$ cat src/rtl/dca_xmi_lpi_arbiter.sv
// N-port LPI-to-XMI request/response arbiter with fixed-priority or round-robin
// grant, burst locking, tag-routed responses and an outstanding-transaction cap.
module dca_xmi_lpi_arbiter #(
   parameter int NUM_PORT        = 4,
   parameter int BW_ADDR         = 32,
   parameter int BW_DATA         = 32,
   parameter int BW_BURDEN       = 1,
   parameter int MAX_OUTSTANDING = 8,
   parameter int ARB_MODE        = 1,
   localparam int BW_PID         = (NUM_PORT > 1) ? $clog2(NUM_PORT) : 1
) (
   input  logic                            clk,
   input  logic                            clear,
   output logic                            busy,

   input  logic [NUM_PORT-1:0]             port_qvalid,
   output logic [NUM_PORT-1:0]             port_qready,
   input  logic [NUM_PORT-1:0]             port_qlast,
   input  logic [NUM_PORT-1:0]             port_qwrite,
   input  logic [NUM_PORT*8-1:0]           port_qlen,
   input  logic [NUM_PORT*3-1:0]           port_qsize,
   input  logic [NUM_PORT*2-1:0]           port_qburst,
   input  logic [NUM_PORT*BW_DATA/8-1:0]   port_qwstrb,
   input  logic [NUM_PORT*BW_DATA-1:0]     port_qwdata,
   input  logic [NUM_PORT*BW_ADDR-1:0]     port_qaddr,
   input  logic [NUM_PORT*BW_BURDEN-1:0]   port_qburden,

   output logic [NUM_PORT-1:0]             port_yvalid,
   input  logic [NUM_PORT-1:0]             port_yready,
   output logic                            port_ylast,
   output logic                            port_ywreply,
   output logic [1:0]                      port_yresp,
   output logic [BW_DATA-1:0]              port_yrdata,
   output logic [BW_BURDEN-1:0]            port_yburden,

   output logic                            slxqvalid,
   input  logic                            slxqready,
   output logic                            slxqlast,
   output logic                            slxqwrite,
   output logic [7:0]                      slxqlen,
   output logic [2:0]                      slxqsize,
   output logic [1:0]                      slxqburst,
   output logic [BW_DATA/8-1:0]            slxqwstrb,
   output logic [BW_DATA-1:0]              slxqwdata,
   output logic [BW_ADDR-1:0]              slxqaddr,
   output logic [BW_PID+BW_BURDEN-1:0]     slxqburden,

   input  logic                            slxyvalid,
   output logic                            slxyready,
   input  logic                            slxylast,
   input  logic                            slxywreply,
   input  logic [1:0]                      slxyresp,
   input  logic [BW_DATA-1:0]              slxyrdata,
   input  logic [BW_PID+BW_BURDEN-1:0]     slxyburden,
   output logic                            tag_error
);

   localparam int BW_STRB = BW_DATA / 8;

   logic              lock_q, lock_d;
   logic [BW_PID-1:0] grant_id_q, grant_id_d;
   logic [BW_PID-1:0] rr_ptr_q, rr_ptr_d;
   logic [7:0]        out_cnt_q, out_cnt_d;

   logic [BW_PID-1:0] winner;
   logic [BW_PID-1:0] cand;
   logic              winner_found;
   logic              cap_reached;
   logic              q_hs;
   logic              y_hs;
   logic              cnt_inc;
   logic              cnt_dec;
   logic [BW_PID-1:0] tag;
   logic              tag_ok;

   // A held lock pins the grant; otherwise pick this cycle's winner combinationally.
   always_comb begin
      winner       = '0;
      cand         = '0;
      winner_found = 1'b0;
      if (lock_q) begin
         winner       = grant_id_q;
         winner_found = port_qvalid[grant_id_q];
      end else if (ARB_MODE == 1) begin
         for (int k = NUM_PORT - 1; k >= 0; k--) begin
            cand = BW_PID'((int'(rr_ptr_q) + k) % NUM_PORT);
            if (port_qvalid[cand]) begin
               winner       = cand;
               winner_found = 1'b1;
            end
         end
      end else begin
         for (int k = NUM_PORT - 1; k >= 0; k--) begin
            cand = BW_PID'(k);
            if (port_qvalid[cand]) begin
               winner       = cand;
               winner_found = 1'b1;
            end
         end
      end
   end

   // The cap only stops new grants; a burst already locked runs to its last beat.
   assign cap_reached = (out_cnt_q == 8'(MAX_OUTSTANDING)) && !lock_q;

   always_comb begin
      slxqvalid   = !clear && winner_found && !cap_reached;
      port_qready = '0;
      if (slxqvalid) begin
         port_qready[winner] = slxqready;
      end
      slxqlast   = port_qlast[winner];
      slxqwrite  = port_qwrite[winner];
      slxqlen    = port_qlen[int'(winner)*8 +: 8];
      slxqsize   = port_qsize[int'(winner)*3 +: 3];
      slxqburst  = port_qburst[int'(winner)*2 +: 2];
      slxqwstrb  = port_qwstrb[int'(winner)*BW_STRB +: BW_STRB];
      slxqwdata  = port_qwdata[int'(winner)*BW_DATA +: BW_DATA];
      slxqaddr   = port_qaddr[int'(winner)*BW_ADDR +: BW_ADDR];
      slxqburden = {winner, port_qburden[int'(winner)*BW_BURDEN +: BW_BURDEN]};
   end

   // Responses are steered by the port tag; unknown tags are sunk and flagged.
   assign tag    = slxyburden[BW_PID+BW_BURDEN-1 -: BW_PID];
   assign tag_ok = int'(tag) < NUM_PORT;

   always_comb begin
      port_yvalid = '0;
      slxyready   = 1'b0;
      tag_error   = 1'b0;
      if (!clear) begin
         if (tag_ok) begin
            port_yvalid[tag] = slxyvalid;
            slxyready        = port_yready[tag];
         end else begin
            slxyready = 1'b1;
            tag_error = slxyvalid;
         end
      end
   end

   assign port_ylast   = slxylast;
   assign port_ywreply = slxywreply;
   assign port_yresp   = slxyresp;
   assign port_yrdata  = slxyrdata;
   assign port_yburden = slxyburden[BW_BURDEN-1:0];

   assign q_hs    = slxqvalid && slxqready;
   assign y_hs    = slxyvalid && slxyready;
   assign cnt_inc = q_hs && slxqlast;
   assign cnt_dec = y_hs && slxylast && (out_cnt_q != 8'd0);

   always_comb begin
      lock_d     = lock_q;
      grant_id_d = grant_id_q;
      rr_ptr_d   = rr_ptr_q;
      out_cnt_d  = out_cnt_q;
      if (q_hs) begin
         if (slxqlast) begin
            lock_d = 1'b0;
            if (ARB_MODE == 1) begin
               rr_ptr_d = (int'(winner) == NUM_PORT - 1) ? '0 : winner + 1'b1;
            end
         end else begin
            lock_d     = 1'b1;
            grant_id_d = winner;
         end
      end
      if (cnt_inc && !cnt_dec) begin
         out_cnt_d = out_cnt_q + 8'd1;
      end else if (cnt_dec && !cnt_inc) begin
         out_cnt_d = out_cnt_q - 8'd1;
      end
   end

   always_ff @(posedge clk) begin
      if (clear) begin
         lock_q     <= 1'b0;
         grant_id_q <= '0;
         rr_ptr_q   <= '0;
         out_cnt_q  <= 8'd0;
      end else begin
         lock_q     <= lock_d;
         grant_id_q <= grant_id_d;
         rr_ptr_q   <= rr_ptr_d;
         out_cnt_q  <= out_cnt_d;
      end
   end

   assign busy = lock_q || (out_cnt_q != 8'd0);

endmodule

$ cat config.mk
export PLATFORM = sky130hd
export DESIGN_NAME = dca_xmi_lpi_arbiter
export DESIGN_NICKNAME = d
export VERILOG_FILES = /design/src/rtl/dca_xmi_lpi_arbiter.sv
export SDC_FILE = /design/constraint.sdc
export NUM_CORES = 1
export LEC_CHECK = 0
export BUFFER_PORTS_ARGS = -buffer_cell sky130_fd_sc_hd__buf_4
export CAP_MARGIN = 25
export CORE_AREA = 10 10 195 197
export DETAILED_ROUTE_END_ITERATION = 8
export DIE_AREA = 0 0 205 207
export GPL_ROUTABILITY_DRIVEN = 0
export PLACE_DENSITY_LB_ADDON = 0.2
export SLEW_MARGIN = 5
export SYNTH_ARGS = -nofsm -noshare
export SYNTH_HDL_FRONTEND = slang
export SYNTH_SLANG_ARGS = --single-unit
export TNS_END_PERCENT = 5
$ cat constraint.sdc
create_clock -name clk -period 4.6 [get_ports clk]
set_input_delay 0.92 -clock clk [delete_from_list [all_inputs] [get_ports clk]]
set_output_delay 0.92 -clock clk [all_outputs]
set_load 0.005 [all_outputs]
==> summary.md, run 1 <==
The main combinational cell family by area after synthesis is simple AND/OR/NAND/NOR gates. The count of max-cap constraint violations is 0, and the complex-gate fraction of the synthesized area is 19.6%. Start point of the worst min-delay path: out_cnt_q[7]$_SDFFE_PP0P_. The slowest stage of the critical path is the sky130_fd_sc_hd__a31oi_1 cell. The first routing iteration left 291 violations. The worst-case register-to-register setup slack is 0.64 ns, and the share of layout cells above drive strength 1 is 43.6%. When the netlist entered floorplanning its net count stood at 1137. The total number of placement rows was 68; the data arrival time of the critical path was 3.28 ns. In this run the worst path has a maximum fanout of 57. The endpoint type of the worst setup path was an output port. The first-pass GRT wire length was 40300 µm; the fraction of synthesized cell area taken by the top area cell type was 31.0%. After Yosys synthesis, XOR and XNOR cells account for 1.29% of the synthesized area. The worst max-slew margin expressed relative to the limit is 39.8%, and the maximum frequency from static timing analysis is 0.238 GHz. Post-synthesis area per instance: 5.51 µm².

The share of the clock period used by the worst path after layout is 91.3%, and the diode insertion count for antenna repair is 0. Most instantiated flip-flop cell in the synthesis netlist: sky130_fd_sc_hd__dfxtp_1. The tools report the HPWL after detailed placement as 22600 µm.

The endpoint of the worst hold path was out_cnt_q[7]$_SDFFE_PP0P_. The routed design has 27200 µm of wire. The final route contains 6379 vias. In this design, the critical path's most frequently occurring cell is sky130_fd_sc_hd__buf_4.

The final count of pins violating max slew is 0. Yosys attributes the largest share of cell area to sky130_fd_sc_hd__nand2_1 31%, sky130_fd_sc_hd__a31oi_1 13%, sky130_fd_sc_hd__and3_1 13%. The delay of the slowest cell on the worst path was 0.46 ns. The length of the first detailed-routing pass in iterations is 4. Once the floorplan was initialized, standard cells occupied 11.9% of the core. By count the netlist is led by 336 x sky130_fd_sc_hd__nand2_1, 83 x sky130_fd_sc_hd__a31oi_1, 83 x sky130_fd_sc_hd__and3_1, 40 x sky130_fd_sc_hd__buf_4, 37 x sky130_fd_sc_hd__clkbuf_1.

The number of distinct library cells after synthesis was 55. Setup repair after global routing left no endpoint under its margin. Once routing completed, OpenROAD measured the worst setup slack at 0.402 ns. Number of levels in the clock H-tree: 1. Met3 capacity usage during global routing: 3.75%. Yosys printed 0 warnings.

In the synthesized netlist, mux cells make up 2.34% of the area. The die is 207 µm tall. The sequential share of the synthesized area is 6.40%.

The tools report the maximum buffer depth of the clock tree as 2. The endpoint identified for the worst register-to-register timing path is out_cnt_q[7]$_SDFFE_PP0P_. In this run, synthesis produced a sequential element count of 13. Summing all placed instances gives a cell area of 7680 µm².

The detailed-route vias per instance is 4.07, and the pre-CTS setup slack is 0.194 ns. Residual DRC count: 0. The tools report the post-layout net count as 1513. The number of synthesized flops with an enable pin is 0.

Walking the worst path, the cells encountered are buf_4 > and2_4 > nor2b_4 > o41ai_4 > clkinv_2 > buf_4 > buf_4 > a31oi_1 > buf_4. The average wire per cell in the routed design works out to 17.3 µm. The number of hold buffers added after CTS was 0.

The instance count of the mapped netlist was 738; the area of the die was 42400 µm². For this run, asynchronously set or reset flops after synthesis account for 0%. The transition at the pin with the smallest max-transition slack is 0.904 ns, and the number of global-route vias before repair is 6746. The tools report the count of clock tree sinks as 13. The startpoint identified for the worst register-to-register timing path is out_cnt_q[0]$_SDFFE_PP0P_. The arithmetic-cell share of the synthesized area counting full adders, half adders and majority gates was 3.87%. Most used routing layer in global routing: met2. In the global route stage, overall resource usage came out at 11.8%. The netlist area before placement was 4070 µm²; the share of synthesized cell area in and, or, nand and nor gates was 52.8%. With fillers left out, the area of the finished cells amounts to 7750 µm². For the finished layout, the period the worst path requires is 4.20 ns.

The number of cells on the worst reg-to-reg path is 14, and the number of top-level pins is 522. The worst hold path was traced through 2 stages. STA classifies the critical path startpoint as an input port. The setup-violating endpoint count in the final report came out at 0. The worst-case IR drop observed on VDD is 0.125 mV. Summed over all cells, the static leakage comes to 0.00409 µW. The tools report the endpoint required time on the critical path as 3.68 ns. In this run the remaining antenna-violating nets after routing total 0. The tools report the met2 global-route usage as 21.2%.

The number of hold violations in the final report was 0; the overall overflow remaining after global route was 0. The number of clock buffers inserted by TritonCTS came out at 3. Most area-hungry cell type in the Yosys netlist: sky130_fd_sc_hd__nand2_1. From synthesis to final layout, the design area changed by 90.6%. Clock-pin slew was measured on the worst setup and hold paths at 0.04 ns. In this run the clock root is driven by a sky130_fd_sc_hd__clkbuf_16. The power density relative to cell area works out to 274 nW/µm². The number of setup buffers added after CTS is 0. The tools report the worst-case clock skew as 0.00534 ns. The worst hold path belongs to the class flip-flop to flip-flop.

Input and output buffers added on the ports amount to 448. The completed layout was analyzed and its total power is 2120 µW. The flow ran to the end, and the final reports show no timing, DRC or antenna violations. The later pin in the worst-skew pair is clocked with a latency of 0.24 ns. Entering global routing, the biggest net connects 101 pins. By instance count, the leading cell after synthesis is sky130_fd_sc_hd__nand2_1. TritonCTS built the clock tree. The logs give 0 for the initial antenna violation count and 0 ns for the final sum of negative setup slack. The die is 205 µm wide.

After floorplanning, the core was sized to cover 34100 µm². Global routing used 13.2% of the available met1 tracks. The number of gates resized after CTS was 0. The setup path with the least slack is of type input port to output port.
==> power breakdown <==
part | leakage [µW] | internal (µW) | switching, µW | total, µW
registers | 0.000106 | 134 | 27.5 | 161
clock network | 0.0000382 | 117 | 46.5 | 163
logic | 0.00394 | 898 | 901 | 1800
==> cell families (layout without fill, tap and decap cells) <==
family                   count (synthesis)  after routing
buffers and inverters                  102            477
AO/OA/AOI/OAI                          115            115
multiplexers                             7              7
adder cells (fa/ha/maj)                 12             12
XOR/XNOR                                 6              6
flip-flops                              13             13
other                                    1              1
AND/OR/NAND/NOR                        482            482
==> flip-flops by register name (all words and copies together) (netlist names) <==
| signal | flops |
|---|---|
| grant_id_q | 2 |
| lock_q | 1 |
| out_cnt_q | 8 |
| rr_ptr_q | 2 |
==> cells in the final DEF (no fill, tap or decap), types with 2 or more instances in the layout <==
| master | count |
|---|---|
| sky130_fd_sc_hd__and3_1 | 83 |
| sky130_fd_sc_hd__xnor2_1 | 5 |
| sky130_fd_sc_hd__o211ai_1 | 2 |
| sky130_fd_sc_hd__nor3_1 | 3 |
| sky130_fd_sc_hd__and2_1 | 6 |
| sky130_fd_sc_hd__nand4_1 | 2 |
| sky130_fd_sc_hd__inv_1 | 4 |
| sky130_fd_sc_hd__o21bai_1 | 2 |
| sky130_fd_sc_hd__nor4_1 | 3 |
| sky130_fd_sc_hd__buf_4 | 463 |
| sky130_fd_sc_hd__nand2b_1 | 7 |
| sky130_fd_sc_hd__nor2_1 | 22 |
| sky130_fd_sc_hd__or4_1 | 3 |
| sky130_fd_sc_hd__buf_12 | 4 |
| sky130_fd_sc_hd__or3_1 | 2 |
| sky130_fd_sc_hd__mux2i_1 | 5 |
| sky130_fd_sc_hd__ha_1 | 11 |
| sky130_fd_sc_hd__o21ai_0 | 3 |
| sky130_fd_sc_hd__mux4_2 | 2 |
| sky130_fd_sc_hd__nand2_1 | 336 |
| sky130_fd_sc_hd__dfxtp_1 | 13 |
| sky130_fd_sc_hd__a31oi_1 | 83 |
| sky130_fd_sc_hd__nor4bb_1 | 2 |
| sky130_fd_sc_hd__nand3_1 | 3 |
| sky130_fd_sc_hd__nor2b_1 | 3 |
| sky130_fd_sc_hd__a21oi_1 | 9 |
| sky130_fd_sc_hd__clkbuf_16 | 3 |
==> how the worst max path moves through the flow <==
| stage | to | slack (ns) | cells past startpoint | startpoint |
|---|---|---|---|---|
| final | slxqburst[1] | 0.40 | 9 | port_qvalid[0] |
| after global routing | out_cnt_q[7]$_SDFFE_PP0P_ | 0.02 | 15 | port_qvalid[0] |
| after CTS | out_cnt_q[7]$_SDFFE_PP0P_ | 0.42 | 16 | port_qvalid[0] |
| after detailed placement | out_cnt_q[7]$_SDFFE_PP0P_ | 0.19 | 16 | port_qvalid[0] |
| after global placement | out_cnt_q[7]$_SDFFE_PP0P_ | 0.19 | 15 | port_qvalid[0] |
| after floorplan | out_cnt_q[7]$_SDFFE_PP0P_ | 0.53 | 15 | port_qvalid[0] |
==> critical path: cells and delay by family <==
kind            cells  cell delay, ns
simple gates        2            0.29
buf+inv             5            1.13
compound gates      2            0.86
==> cell type report <==
type	instances	area, µm²
clock buffers	4	78.8
fillers	3949	26400
inverters	6	26.3
multi-input cells	623	3260
flip-flops and latches	13	260
well taps	455	569
repair buffers	467	3560
==> metrics by stage <==
stage / instances / util (%) / hold slack [ns]
final: 1568 / 22.7 / 0.492
after detailed placement: 1564 / 22.5 / 0.479
after floorplan: 738 / - / 0.453
after global placement: 1564 / 22.5 / 0.490
after CTS: 1568 / 22.7 / 0.491
after global routing: 1568 / 22.7 / 0.505
==> routing by layer <==
metal,part of all wire [%],vias to the layer above,wire (µm)
met3,9.1,18,2470
li1,-,3227,-
met5,0,-,0
met1,39,2872,10600
met4,1.5,0,405
met2,50,262,13700
(Power assumes the default switching activity.)
==> run 2, diff against run 1 <==
--- a/config.mk
+++ b/config.mk
@@ -14,3 +14,3 @@
 export PLACE_DENSITY_LB_ADDON = 0.2
-export SLEW_MARGIN = 5
+export SLEW_MARGIN = 0
 export SYNTH_ARGS = -nofsm -noshare
==> constraint.sdc (replaced) <==
create_clock -name clk -period 4.6 [get_ports clk]
set_input_delay 0.23 -clock clk [delete_from_list [all_inputs] [get_ports clk]]
set_output_delay 0.23 -clock clk [all_outputs]
set_load 0.005 [all_outputs]
==> run 2 against run 1 <==
Design area fell by 1.3%. Final cell count fell by 0.64%. Maximum frequency is 3.7% higher. Count of clock-buffer cells in the layout did not move. Sequential power about the same. First-iteration DRC count shrank 20%. Die area unchanged. Flip-flop and latch count unchanged. Core utilization fell by 0.29 points. Register-to-register slack worse by 0.09 ns. Clock skew is 0.0043 ns lower.
==> summary.md, run 2 (synthesis results as in run 1) <==
The run finished with clean final reports. The tools report the startpoint of the most critical setup path as out_cnt_q[0]$_SDFFE_PP0P_. The first global-routing pass estimated 39200 µm of wire. The class of the most critical setup path is flip-flop to flip-flop.

The worst-case register-to-register setup slack was 0.55 ns; the total number of vias was 6342. For this configuration, the core starts out at a cell density of 11.9%. The tools report the count of buffers added by post-CTS timing repair for setup as 0.

The number of hold violations in the final report was 0. Global routing consumed, on the met1 layer, 12.8% of the routing resources. The worst-case vdd ir drop was 0.153 mV. The tools report the violation count after the first detailed-route iteration as 233. Count of max-cap constraint violations: 0.

The path class of the tightest hold or removal check is input port to flip-flop. Across all hold checks on the routed design, the worst slack comes to 0.327 ns. The maximum frequency from static timing analysis was 0.247 GHz; the met3 capacity usage during global routing was 3.67%.

Summed over all cells, the static leakage comes to 0.00403 µW. The detail route stage leaves a number of antenna-violating nets equal to 0. The tools report the maximum buffer depth of the clock tree as 2.

The startpoint identified for the worst register-to-register timing path is out_cnt_q[0]$_SDFFE_PP0P_. Counting the buffers created by CTS gives 3. The most common cell after layout, fill and taps aside was sky130_fd_sc_hd__buf_4. STA classifies the critical path endpoint as a flip-flop. The number of levels in the clock H-tree was 1; the post-layout net count was 1503. The tools report the diode insertion count for antenna repair as 0. Clock-pin slew was measured on the worst setup and hold paths at 0.05 ns. Setup repair after global routing left no endpoint under its margin. In the global route stage, met2 resource usage came out at 21.0%. Buffers inserted to repair hold after CTS numbered 0.

Of all nets on the critical path, the largest fanout is 7. The initial antenna violation count is 0, and the total global routing track utilization is 11.5%. TritonCTS built the clock tree. Average wire per cell in the routed design: 17.3 µm. The smallest clock period supported by the final layout is computed as 4.05 ns. Counting flops per register, the top entry is out_cnt_q. Global routing finished with a remaining overflow of 0.

The post-layout instance count excluding filler cells is 1558. The count of buffers added on input and output ports is 448. From synthesis to final layout, the design area changed by 88.1%.

CTS placed an instance of sky130_fd_sc_hd__clkbuf_16 at the clock tree root. The chip height is 207 µm. The later pin in the worst-skew pair is clocked with a latency of 0.24 ns. For this run, the detailed router's first-pass iteration total came to 6. Start point of the worst min-delay path: clear. The largest registers in the layout are out_cnt_q: 8 flops, grant_id_q: 2 flops, rr_ptr_q: 2 flops. The tools report the total number of placement rows as 68. The run gives 6496 as the number of global-route vias before repair. The count of clock tree sinks came out at 13. For the residual DRC count, the log shows 0.

The HPWL after detailed placement is 22000 µm, and the final count of pins violating max slew is 0. After filler insertion, the fill cell instance count of the layout stands at 3931. Data arrives at the worst endpoint at 4.22 ns. The post-route netlist has 43.1% of its cells at a drive strength greater than 1.

The transition at the pin with the smallest max-transition slack was 0.989 ns; the endpoint required time on the critical path was 4.77 ns. The top cell types in the final layout, fill and taps aside, are 455 x sky130_fd_sc_hd__buf_4, 336 x sky130_fd_sc_hd__nand2_1, 83 x sky130_fd_sc_hd__and3_1, 83 x sky130_fd_sc_hd__a31oi_1, 22 x sky130_fd_sc_hd__nor2_1. The worst setup path is launched from a flip-flop.

After detailed routing, the number of vias per cell comes to 4.07. The x dimension of the die was 205 µm; the number of top-level pins was 522. For the largest net degree at the start of global routing, the log shows 170. The share of the clock period used by the worst path after layout came out at 88.0%. Measured against its own limit, the worst slew margin works out to 34.0%. The count of cells resized by post-cts repair is 0, and the number of placed cells counting well taps is 1554. The power density relative to cell area was 272 nW/µm²; the number of flip-flops in the largest register was 8. The region available for standard cell placement spans 34100 µm².

The die covers 42400 µm². The run gives 26900 µm as the post-detailed-routing wire length. The setup-violating endpoint count in the final report is 0, and the worst-case clock skew is 0.00107 ns. The final sum of negative setup slack was 0 ns. The most used routing layer in global routing is met2.
run 2: worst paths after layout:
path | endpoint | cells past startpoint
setup / recovery | out_cnt_q[7]$_SDFFE_PP0P_ | 14
hold / removal | out_cnt_q[3]$_SDFFE_PP0P_ | 2
setup reg to reg | out_cnt_q[7]$_SDFFE_PP0P_ | 14
hold reg to reg | out_cnt_q[7]$_SDFFE_PP0P_ | 2
run 2: layer usage:
metal  wire length (µm)  vias to the layer above
li1                   -                     3203
met4                319                        0
met3               2450                       16
met5                  0                        -
met2              13700                      270
met1              10400                     2853
run 2: cell type report:
type / instances / area, µm² / share of cell area, %
Inverter: 6 / 26.3 / 0.343
Sequential cell: 13 / 260 / 3.40
Clock buffer: 4 / 78.8 / 1.03
Tap cell: 455 / 569 / 7.44
Multi-Input combinational cell: 623 / 3260 / 42.6
Timing Repair Buffer: 457 / 3460 / 45.1
run 2: per-stage QoR:
step / area, µm² / util [%] / total power, µW / setup slack (ns)
floorplan: 4070 / - / 1080 / 1.11
global placement: 7580 / 22.2 / 1960 / 0.600
detailed placement: 7580 / 22.2 / 1950 / 0.565
CTS: 7650 / 22.4 / 2130 / 0.542
global route: 7650 / 22.4 / 2290 / 0.176
finish: 7650 / 22.4 / 2080 / 0.551
run 2: critical path: stages, from the launching register on:
cell	delay, ns
sky130_fd_sc_hd__dfxtp_1	0.35
sky130_fd_sc_hd__or4_1	0.57
sky130_fd_sc_hd__nor4_1	0.33
sky130_fd_sc_hd__o31a_2	0.29
sky130_fd_sc_hd__a2111oi_0	0.11
sky130_fd_sc_hd__or2_4	0.28
sky130_fd_sc_hd__ha_1	0.22
sky130_fd_sc_hd__inv_1	0.21
sky130_fd_sc_hd__ha_1	0.28
sky130_fd_sc_hd__a21oi_1	0.22
sky130_fd_sc_hd__o211ai_1	0.15
sky130_fd_sc_hd__o41ai_1	0.38
sky130_fd_sc_hd__xnor2_1	0.15
sky130_fd_sc_hd__or3_1	0.32
sky130_fd_sc_hd__a21oi_1	0.14
run 2: power breakdown:
group          switching [µW]  leakage [µW]  internal (µW)
sequential               24.5      0.000106            133
clock                    50.9     0.0000382            117
combinational             890       0.00389            867
==> run 3, diff against run 2 <==
Settings changed: ABC_AREA set to 1, CORE_AREA 10 10 195 197 to 10 10 197 199, DIE_AREA 0 0 205 207 to 0 0 207 209, SKIP_LAST_GASP set to 1.
==> run 3 against run 2 <==
Sequential power increased by 15%. Highest routed layer is now met5. Critical endpoint is now out_cnt_q[6]$_SDFFE_PP0P_. Synthesized area shrank 3.4%. Maximum frequency is 9.8% higher. First-iteration DRC count up 69%. Critical path type unchanged. Worst hold slack got worse by 0.11 ns. Largest cell class unchanged. Count of clock-buffer cells in the layout is the same.
==> summary.md, run 3 <==
Cells with a size suffix above 1 make up 43.1% of the layout. The switching power share of the total was 54.6%. The largest registers in the layout are out_cnt_q: 8 flops, grant_id_q: 2 flops, rr_ptr_q: 2 flops. After filler insertion, the fill cell instance count of the layout stands at 4081. The total net switching power was 2260 µW.

The tools report the number of distinct library cells after synthesis as 33. The clock reaches the later pin of the worst-skew pair after 0.24 ns. In this run the core area contains 69 standard-cell rows.

The number of clock buffers inserted by TritonCTS is 3, and the static leakage power is 0.00359 µW. After routing, the total negative slack on setup checks comes to 0 ns. Of the post-synthesis cell area, the dominant cell type holds 18.7%.

The tools report the number of hold violations in the final report as 0. The share of synthesized cell area in and, or, nand and nor gates is 28.4%. The number of levels in the clock H-tree was 1. Sorting the synthesized cells by area gives the leading types as sky130_fd_sc_hd__nor2_1 19%, sky130_fd_sc_hd__o21ai_0 19%, sky130_fd_sc_hd__o22ai_1 13%. The cell internal power dissipation was 1880 µW. In this run the remaining antenna-violating nets after routing total 0. Counting instances in the post-synthesis netlist gives the leading cell types as 196 x sky130_fd_sc_hd__nor2_1, 147 x sky130_fd_sc_hd__o21ai_0, 83 x sky130_fd_sc_hd__o22ai_1, 51 x sky130_fd_sc_hd__nand2_1, 41 x sky130_fd_sc_hd__buf_4. At the worst endpoint, the required time is 4.74 ns. The number of global-route vias before repair was 6282. The Yosys step of the flow raised 0 warnings. Clock tree synthesis selected as its root buffer the cell sky130_fd_sc_hd__clkbuf_16. The HPWL after detailed placement came out at 25100 µm. Once the floorplan was initialized, standard cells occupied 11.2% of the core.

The detailed-route vias per instance works out to 4.10. For this run, the register share of the synthesized area comes to 6.62%. The worst max-slew margin expressed relative to the limit was 34.9%. Leaving out fill and tap cells, the most frequent cell in the layout is sky130_fd_sc_hd__buf_4.

The cell area that synthesis handed to floorplanning was 3930 µm². The tools report the count of clock tree sinks as 13. In this run, synthesis inferred 0 flip-flops with an integrated enable. The most instantiated flip-flop cell in the synthesis netlist was sky130_fd_sc_hd__dfxtp_1. The flow ran to the end, and the final reports show no timing, DRC or antenna violations. The complex-gate fraction of the synthesized area works out to 39.2%. Setup violations remaining at the end of the flow were counted as 0.

In the global route stage, overall resource usage came out at 12.7%. The worst hold path belongs to the class input port to flip-flop. The cts-stage hold buffer count was 0. Post-route minimum period: 3.69 ns.

Startpoint type of the worst setup path: a flip-flop. The endpoint type of the worst setup path is a flip-flop. The run gives 728 as the instance count of the mapped netlist. Length of the first detailed-routing pass in iterations: 5. Synthesized netlist net count: 1127. The main combinational cell family by area after synthesis was compound AO/OA/AOI/OAI gates. Measured along the y axis, the die boundary spans 209 µm. In this run, the number of DRC markers left after iteration 0 of detailed routing was 393.

The largest net degree at the start of global routing was 89. Residual DRC count: 0. Clock-pin slew was measured on the worst setup and hold paths at 0.05 ns. Post-route worst hold slack: 0.222 ns. Counting flops and latches in the post-synthesis netlist gives 13. After detailed routing, the total wire length is 30500 µm. The run gives 0 as the final count of pins violating max slew.

Summing the areas of all xor and xnor instances in the mapped netlist gives 1.34% of the synthesized area. Leaving out fill and tap cells, the most frequent cells in the layout are 459 x sky130_fd_sc_hd__buf_4, 196 x sky130_fd_sc_hd__nor2_1, 147 x sky130_fd_sc_hd__o21ai_0. Yosys instantiated no cell more often than sky130_fd_sc_hd__nor2_1. The post-synthesis area per instance was 5.40 µm²; the sequential power share was 4.4%. The die covers 43300 µm². After the last flow step, the layout net total stands at 1496. The share of synthesized flip-flops with an asynchronous set or reset was 0%. The worst-case IR drop observed on VDD is 0.467 mV. Power spread over the standard cell area amounts to 559 nW/µm². The critical path goes through nand2_1 > o21ai_1 > nor2_1 > nand3_1 > nand2_1 > nand2_1 > nand3_1 > nor2_1 > nand3_1 > inv_1 > ha_1 > inv_1 > ha_1 > a21oi_1 > inv_1 > a31oi_1 > o21ai_0 > a21oi_1 > xnor2_1 > o21ai_0 > inv_1. 522 I/O pins were placed. On the worst path, the slowest cell contributes a delay of 0.54 ns.

The count of max-cap constraint violations came out at 0. The final route contains 6399 vias. During placement, the flow inserted port buffers numbering 448. More flip-flops sit in one register than any other, and that register is out_cnt_q. Share of the clock period used by the worst path after layout: 80.2%. The transition at the pin with the smallest max-transition slack is 0.976 ns, and the average wire per cell in the routed design is 19.6 µm. Based on the critical path, the design can be clocked at up to 0.271 GHz.

Setup repair after global routing left no endpoint under its margin. The cell repeated most along the worst path was sky130_fd_sc_hd__inv_1. The area growth from synthesis to layout is 88.7%. The data arrival time of the critical path came out at 3.83 ns. The first global-routing pass estimated 43400 µm of wire. Of the total synthesized cell area, the portion taken by full adders, half adders and majority gates is 4.01%. The run gives 0.000676 ns as the worst-case clock skew. Gates resized during post-CTS repair numbered 0.

The register with the most flip-flops in the layout has 8 of them. The overall overflow remaining after global route was 0. TritonCTS built the clock tree.

Of the total power, the clock network draws 4.1%. Most area-hungry cell type in the Yosys netlist: sky130_fd_sc_hd__nor2_1. After synthesis, the share of cell area in mux cells is 0%. The x dimension of the die came out at 207 µm.

Combinational logic is responsible for 91.5% of the overall power. The slowest cell on the critical path is sky130_fd_sc_hd__dfxtp_1. The class of the most critical setup path was flip-flop to flip-flop. The clock passes through at most 2 buffers.

The count of buffers added by post-CTS timing repair for setup is 0, and the standard cell core area is 35100 µm². The initial antenna violation count was 3; the largest fanout on the critical path was 10.
run 3: cell types whose count changed after synthesis, sizes merged, moves of 21 or more:
| cell | before | now |
|---|---|---|
| o21ai | 4 | 179 |
| nand3 | 4 | 25 |
| inv | 6 | 37 |
| o22ai | 0 | 83 |
| and3 | 83 | 0 |
| nand2 | 336 | 52 |
| nor2 | 22 | 196 |
| a31oi | 83 | 3 |
run 3: final timing paths:
check	startpoint	to	slack [ns]	cells after the start
worst max-delay path	rr_ptr_q[0]$_SDFFE_PP0P_	out_cnt_q[6]$_SDFFE_PP0P_	0.91	21
worst max register to register	rr_ptr_q[0]$_SDFFE_PP0P_	out_cnt_q[6]$_SDFFE_PP0P_	0.91	21
worst min-delay path	clear	out_cnt_q[0]$_SDFFE_PP0P_	0.22	2
worst min register to register	out_cnt_q[7]$_SDFFE_PP0P_	out_cnt_q[7]$_SDFFE_PP0P_	0.46	1
run 3: logic make-up (layout without fill, tap and decap cells):
group | Yosys count | count (layout)
other | 1 | 3
AOI/OAI and AO/OA | 281 | 281
and+or+nand+nor | 281 | 281
adders and majority gates | 12 | 12
xor gates and xnor gates | 6 | 6
DFF | 13 | 13
buffers and inverters | 134 | 502
run 3: layer usage:
layer	wire length [µm]	track usage [%]
met3	2540	4.06
met4	444	2.27
met5	13	0
met2	15800	23.1
met1	11700	14.4
run 3: final cells by class:
class / count / area [µm²] / share of cell area (%)
clock buffer: 4 / 78.8 / 1.06
antenna: 2 / 5.00 / 0.0675
timing repair buffer: 460 / 3470 / 46.7
multi-input combinational: 581 / 2880 / 38.8
tap: 461 / 577 / 7.78
sequential: 13 / 260 / 3.51
inverter: 38 / 148 / 1.99
run 3: per-stage QoR:
step	std cells	total power [µW]	utilization, %	setup slack (ns)	instance area, µm²
3_3_place_gp	1553	4070	20.9	0.962	7330
5_1_grt	1559	4570	21.2	0.452	7410
2_1_floorplan	728	2240	-	1.53	3930
3_5_place_dp	1553	4050	20.9	0.936	7330
4_1_cts	1557	4240	21.1	0.920	7410
6_report	1559	4140	21.2	0.912	7410
run 3: power by group through the flow:
stage | registers, µW | logic [µW] | clock network [µW]
after floorplan | 169 | 2070 | 0
final | 181 | 3790 | 171
after global placement | 183 | 3880 | 0
after CTS | 182 | 3880 | 176
after detailed placement | 184 | 3860 | 0
after global routing | 188 | 4200 | 180
run 3: worst max-delay path: cells and delay by family, from the launching register on:
family	cells	cell delay, ns
buffers and inverters	4	0.36
DFF	1	0.54
adders and majority gates	2	0.53
xor gates and xnor gates	1	0.08
AOI/OAI and AO/OA	6	0.93
and+or+nand+nor	8	1.16
